**src/rtl/hpf_decim_out_if.sv**
```systemverilog
// Valid/ready stream carrying decimated high-pass samples
// from the output FIFO to its consumer.
interface hpf_decim_out_if;
  logic signed [15:0] m_data;
  logic               m_valid;
  logic               m_ready;

  modport master (
    output m_data,
    output m_valid,
    input  m_ready
  );

  modport slave (
    input  m_data,
    input  m_valid,
    output m_ready
  );
endinterface

```
**src/rtl/hpf_decim_out.sv**
```systemverilog
// IIR output stage: drops warm-up samples, block-averages by DECIM
// with round-half-up, and buffers results in a small FIFO.
module hpf_decim_out #(
  parameter int DECIM      = 4,
  parameter int WARMUP     = 16,
  parameter int FIFO_DEPTH = 8
) (
  input  logic                        clk,
  input  logic                        rst_n,
  input  logic                        en,
  input  logic signed [15:0]          filtered_signal,
  hpf_decim_out_if.master             m,
  output logic [$clog2(FIFO_DEPTH):0] fifo_level,
  output logic                        overflow,
  input  logic                        clr_ovf
);

  localparam int L  = $clog2(DECIM);
  localparam int SW = 16 + L;
  localparam int PW = (L > 0) ? L : 1;
  localparam int AW = $clog2(FIFO_DEPTH);
  localparam logic [PW-1:0] PLAST = PW'(DECIM - 1);
  localparam logic [7:0] WLAST = 8'((WARMUP > 0) ? WARMUP - 1 : 0);
  localparam logic signed [SW-1:0] RND = SW'((2 ** L) / 2);
  localparam logic [AW:0] FULL_LVL = (AW + 1)'(FIFO_DEPTH);

  typedef enum logic {
    S_WARM,
    S_ACC
  } state_t;

  localparam state_t RST_ST = (WARMUP == 0) ? S_ACC : S_WARM;

  state_t state, nstate;
  logic [7:0] wcnt;
  logic [PW-1:0] pcnt;
  logic signed [SW-1:0] acc;
  logic signed [SW-1:0] sum;
  logic signed [SW-1:0] rsum;
  logic signed [15:0] avg;
  logic wcnt_en, acc_en, last;

  logic signed [15:0] mem [FIFO_DEPTH];
  logic [AW-1:0] wptr, rptr;
  logic [AW:0] lvl_nxt;
  logic full, push, pop, wr, ovf_set;

  always_ff @(posedge clk or negedge rst_n) begin
    if (!rst_n) state <= RST_ST;
    else        state <= nstate;
  end

  always_comb begin
    nstate = state;
    unique case (state)
      S_WARM: if (en && wcnt == WLAST) nstate = S_ACC;
      S_ACC:  nstate = S_ACC;
      default: nstate = RST_ST;
    endcase
  end

  always_comb begin
    wcnt_en = 1'b0;
    acc_en  = 1'b0;
    unique case (state)
      S_WARM: wcnt_en = en;
      S_ACC:  acc_en  = en;
      default: ;
    endcase
  end

  // Block sum never overflows SW bits, so rounding needs no saturation.
  assign last = (pcnt == PLAST);
  assign sum  = acc + SW'(filtered_signal);
  assign rsum = sum + RND;
  assign avg  = 16'(rsum >>> L);

  always_ff @(posedge clk or negedge rst_n) begin
    if (!rst_n) begin
      wcnt <= '0;
      pcnt <= '0;
      acc  <= '0;
    end else begin
      if (wcnt_en) wcnt <= wcnt + 8'd1;
      if (acc_en) begin
        if (last) begin
          pcnt <= '0;
          acc  <= '0;
        end else begin
          pcnt <= pcnt + PW'(1);
          acc  <= sum;
        end
      end
    end
  end

  assign full    = (fifo_level == FULL_LVL);
  assign pop     = m.m_valid & m.m_ready;
  assign push    = acc_en & last;
  assign wr      = push & (~full | pop);
  assign ovf_set = push & full & ~pop;

  always_comb begin
    lvl_nxt = fifo_level;
    unique case (1'b1)
      wr && !pop: lvl_nxt = fifo_level + 1'b1;
      pop && !wr: lvl_nxt = fifo_level - 1'b1;
      default: ;
    endcase
  end

  // Storage needs no reset: an empty FIFO masks m_data to zero.
  always_ff @(posedge clk) begin
    if (wr) mem[wptr] <= avg;
  end

  always_ff @(posedge clk or negedge rst_n) begin
    if (!rst_n) begin
      wptr       <= '0;
      rptr       <= '0;
      fifo_level <= '0;
      overflow   <= 1'b0;
    end else begin
      if (wr)  wptr <= wptr + AW'(1);
      if (pop) rptr <= rptr + AW'(1);
      fifo_level <= lvl_nxt;
      if (ovf_set)      overflow <= 1'b1;
      else if (clr_ovf) overflow <= 1'b0;
    end
  end

  assign m.m_valid = (fifo_level != '0);
  assign m.m_data  = m.m_valid ? mem[rptr] : '0;

endmodule

```
**src/flat_wrapper.sv**
```systemverilog
// flat-port wrapper written by rule: the top's interface ports become plain ports
module hpf_decim_out_flat 
#(
  parameter int DECIM      = 4,
  parameter int WARMUP     = 16,
  parameter int FIFO_DEPTH = 8
)
  (clk, rst_n, en, filtered_signal, fifo_level, overflow, clr_ovf, m_m_data, m_m_valid, m_m_ready);
  hpf_decim_out_if m_i ();
  input  logic clk;
  input  logic rst_n;
  input  logic en;
  input  logic signed [15:0] filtered_signal;
  output logic [$clog2(FIFO_DEPTH):0] fifo_level;
  output logic overflow;
  input  logic clr_ovf;
  output wire logic [$bits(m_i.m_data)-1:0] m_m_data;
  output wire logic [$bits(m_i.m_valid)-1:0] m_m_valid;
  input wire logic [$bits(m_i.m_ready)-1:0] m_m_ready;
  assign m_m_data = m_i.m_data;
  assign m_m_valid = m_i.m_valid;
  assign m_i.m_ready = m_m_ready;
  hpf_decim_out #(.DECIM(DECIM), .WARMUP(WARMUP), .FIFO_DEPTH(FIFO_DEPTH)) u_core (.clk(clk), .rst_n(rst_n), .en(en), .filtered_signal(filtered_signal), .m(m_i), .fifo_level(fifo_level), .overflow(overflow), .clr_ovf(clr_ovf));
endmodule
```
**config.mk**
```make
export PLATFORM = sky130hd
export DESIGN_NAME = hpf_decim_out_flat
export DESIGN_NICKNAME = d
export VERILOG_FILES = /design/src/rtl/hpf_decim_out_if.sv /design/src/rtl/hpf_decim_out.sv /design/src/flat_wrapper.sv
export SDC_FILE = /design/constraint.sdc
export NUM_CORES = 1
export LEC_CHECK = 0
export BUFFER_PORTS_ARGS = -buffer_cell sky130_fd_sc_hd__buf_2
export CORE_ASPECT_RATIO = 1.25
export CORE_UTILIZATION = 55
export CTS_CLUSTER_SIZE = 8
export DETAILED_ROUTE_END_ITERATION = 10
export PLACE_DENSITY = 0.76
export SYNTH_ARGS = -nofsm -noshare
export SYNTH_HDL_FRONTEND = slang
export SYNTH_SLANG_ARGS = --single-unit
export TNS_END_PERCENT = 5
```
**constraint.sdc**
```tcl
create_clock -name clk -period 3.2 [get_ports clk]
set_clock_uncertainty 0.05 [all_clocks]
set_input_delay 0.16 -clock clk [delete_from_list [all_inputs] [get_ports clk]]
set_output_delay 0.16 -clock clk [all_outputs]
set_load 0.005 [all_outputs]
```
==> results.md <==
- Final GP Congestion: 0.899
- Slew @ Worst Pin: 955 ps
- Core Rows: 48
- Port-buffer cells: 42
- HP Class: in2reg
- Count of max-cap constraint violations: 0
- Antenna diodes: 0
- Synthesized area: around 7800 sq um
- GRT Overall Usage: 0.234
- Clk root buf: clkbuf_16
- PnR worst setup slack: -11.6 ps
- Crit-path cells: ha_1 > a21oi_2 > o211a_1 > buf_4 > buf_4 > o311ai_1 > a21oi_2 > a2111oi_4 > nand4_1 > nor3b_2 > xnor2_1 > buf_4
- Die H: 135 um
- Post-route ant nets: 0
- Core area: around 14,000 sq um
- Die area: 14,600 sq um
- Yosys warning count: 0
- HPWL after detailed placement: 10.3 mm
- Grt ovf: 0
- First-pass GRT wire length: 25.0 mm
- Ys flop type: edfxtp_1
- Max frequency: 311 MHz
- Worst Path Max Fanout: 8
- Commonest non-fill, non-tap cell in the layout: edfxtp_1
- DR vias: 4,722
- Asr flop ratio synth: 0.238
- PwrDens: between 1000 and 1500 nW/um^2
- Rel. slew slack: 0.363
- WP data arrival: approximately 3300 ps
- CTS Buf Count: 17
- Initial Util: 0.561
- Drt total wl: 15.8 mm
- Worst setup SP type: flip-flop
- Number of enable flip-flop cells after synthesis: 128
- Avg Cell Area, Syn: 15.3 sq um
- Required time worst endpoint: 3310 ps
- Commonest non-fill, non-tap cells in the layout: edfxtp_1 (128), buf_4 (60), buf_2 (42)
- Initial antenna violation count: 0
- Syn Inst Count: 505
- Outcome: complete, but fails checks
- Worst-path clk slew: 60 ps
- Share of layout cells above drive strength 1: 0.340
- Clk buf depth: 2
- Yosys reg bits: roughly 170
- Synth-to-Final Area Change: 23.1%
- Largest net degree at the start of global routing: 41
- Crit-path most repeated cell: buf_4
- Setup WS pre-CTS: -276 ps
- Clock net sink count: between 150 and 200
- Vias in the first global route: a little under 5,000
- Io pins: 43
- Final Core Density: 0.691
- Top delay family on crit path: compound AO/OA/AOI/OAI gates
- Placed cells: between 700 and 800
- Vias per cell: slightly below 6
- Fin cells: approximately 810
- Syn Nets: 552
- Initial DRC count: 263
- Final #Nets: roughly 660
- Routed length per placed instance: 19.6 um
- Worst setup EP type: flip-flop
- Peak supply drop: 0.626 mV
- WS Path Type: reg2reg
- Slowest-stage cell, CP: dfrtp_1
- H-tree depth: 4
- Filler cell count: 900
- Hold Vio Cnt, Final: 0
- Fin crit share: 1.00
- Endpoints failing setup: 8
- Post-synth cell types: 60
- Die W: 108 um
- LEAKAGE: 3.63 nW
- Crit path largest cell delay: 390 ps
- Unrepaired setup endpoints after global routing: yes
- Post-synthesis sequential area ratio: 0.625
- Final Critical Period: 3210 ps
- TritonCTS clock tree: done
- Clk_lat worst skew: roughly 410 ps
- Buffers & Inverters on Critical Path: 3
- Max-slew violation count: 0
- Drt drc: 0
- Drt pass-1 iters: 5
- Failing checks: setup timing
[per-layer routing]
metal | part of all wire | wire (um) | vias up | track usage
li1 | - | - | 2200 | -
met1 | 0.41 | 6510 | 2358 | 0.304
met2 | 0.53 | 8300 | 141 | 0.390
met3 | 0.045 | 704 | 23 | 0.0463
met4 | 0.017 | 269 | 0 | 0.0906
met5 | 0 | 0 | - | 0
[synthesized netlist by cell type, types with 14 or more instances]
library cell  instances  area share
mux4_2               32       0.093
xnor2_1              24       0.027
mux2i_1              16       0.021
dfrtp_1              40        0.13
nor2_1               30       0.015
ha_1                 24       0.039
edfxtp_1            128        0.50
nand2_1              27       0.013
o21ai_0              14      0.0090
xor2_1               15       0.017
[layout make-up]
type	count	area, sq um	share of cell area
flip-flops and latches	168	4850	0.508
multi-input cells	308	3040	0.319
repair buffers	109	752	0.0788
clock buffers	17	425	0.0446
well taps	175	219	0.0230
clock inverters	15	206	0.0216
inverters	13	48.8	0.00511
[metrics by stage]
step / TNS (ps) / hold slack [ps] / instance area (sq um) / total power [mW]
3_5_place_dp: -7010 / 306 / 8620 / 7.74
5_1_grt: -6310 / 153 / 9540 / 10.8
2_1_floorplan: 0 / -186 / 7750 / 6.12
3_3_place_gp: -2030 / 291 / 8620 / 7.55
6_report: -59.0 / 146 / 9540 / 10.3
4_1_cts: 0 / 112 / 9370 / 10.0
[cells by family after synthesis]
family                     Yosys count  share of synthesized area
AOI/OAI and AO/OA                   73                     0.0726
xor gates and xnor gates            39                     0.0441
adders and majority gates           26                     0.0439
buffers and inverters               29                     0.0140
DFF                                168                      0.625
muxes                               51                      0.118
and+or+nand+nor                    119                     0.0823
[where the power goes]
group          switching (mW)  internal, mW  total (mW)
logic                    2.34          2.20        4.54
registers               0.368          3.20        3.57
clock network           0.881          1.26        2.14
[path summary, 6_finish.rpt]
kind | from | to | slack [ps] | depth (start not counted)
max in group asynchronous | rst_n | u_core.rptr[0] | 2060 | 2
worst max-delay path | u_core.acc[2] | u_core.mem[3][14] | -10 | 12
worst max register to register | u_core.acc[2] | u_core.mem[3][14] | -10 | 12
worst min-delay path | filtered_signal[0] | u_core.acc[0] | 150 | 4
worst min register to register | u_core.wcnt[7] | u_core.wcnt[7] | 430 | 1
min in group asynchronous | rst_n | u_core.wcnt[5] | 390 | 2
[state kept, by name, indices dropped and copies added, names as in the netlist]
name,flops
u_core.mem,128
u_core.acc,18
u_core.wcnt,8
u_core.fifo_level,4
u_core.rptr,3
u_core.wptr,3
u_core.pcnt,2
u_core.overflow,1
u_core.state,1
[repair_timing]
action	in CTS	in global routing
setup buffers	1	5
resized for setup	12	20
hold buffers	4	0
hold endpoints to repair	43	0
gates cloned	0	0
pin swaps	5	7
endpoints found under the setup margin	48	56
[worst min-delay path: cells and delay by family]
| kind | cells | cell delay (ps) |
|---|---|---|
| AOI/OAI and AO/OA | 1 | 130 |
| adders and majority gates | 1 | 150 |
| buffers and inverters | 1 | 90 |
| and+or+nand+nor | 1 | 40 |
(Power assumes the default switching activity.)
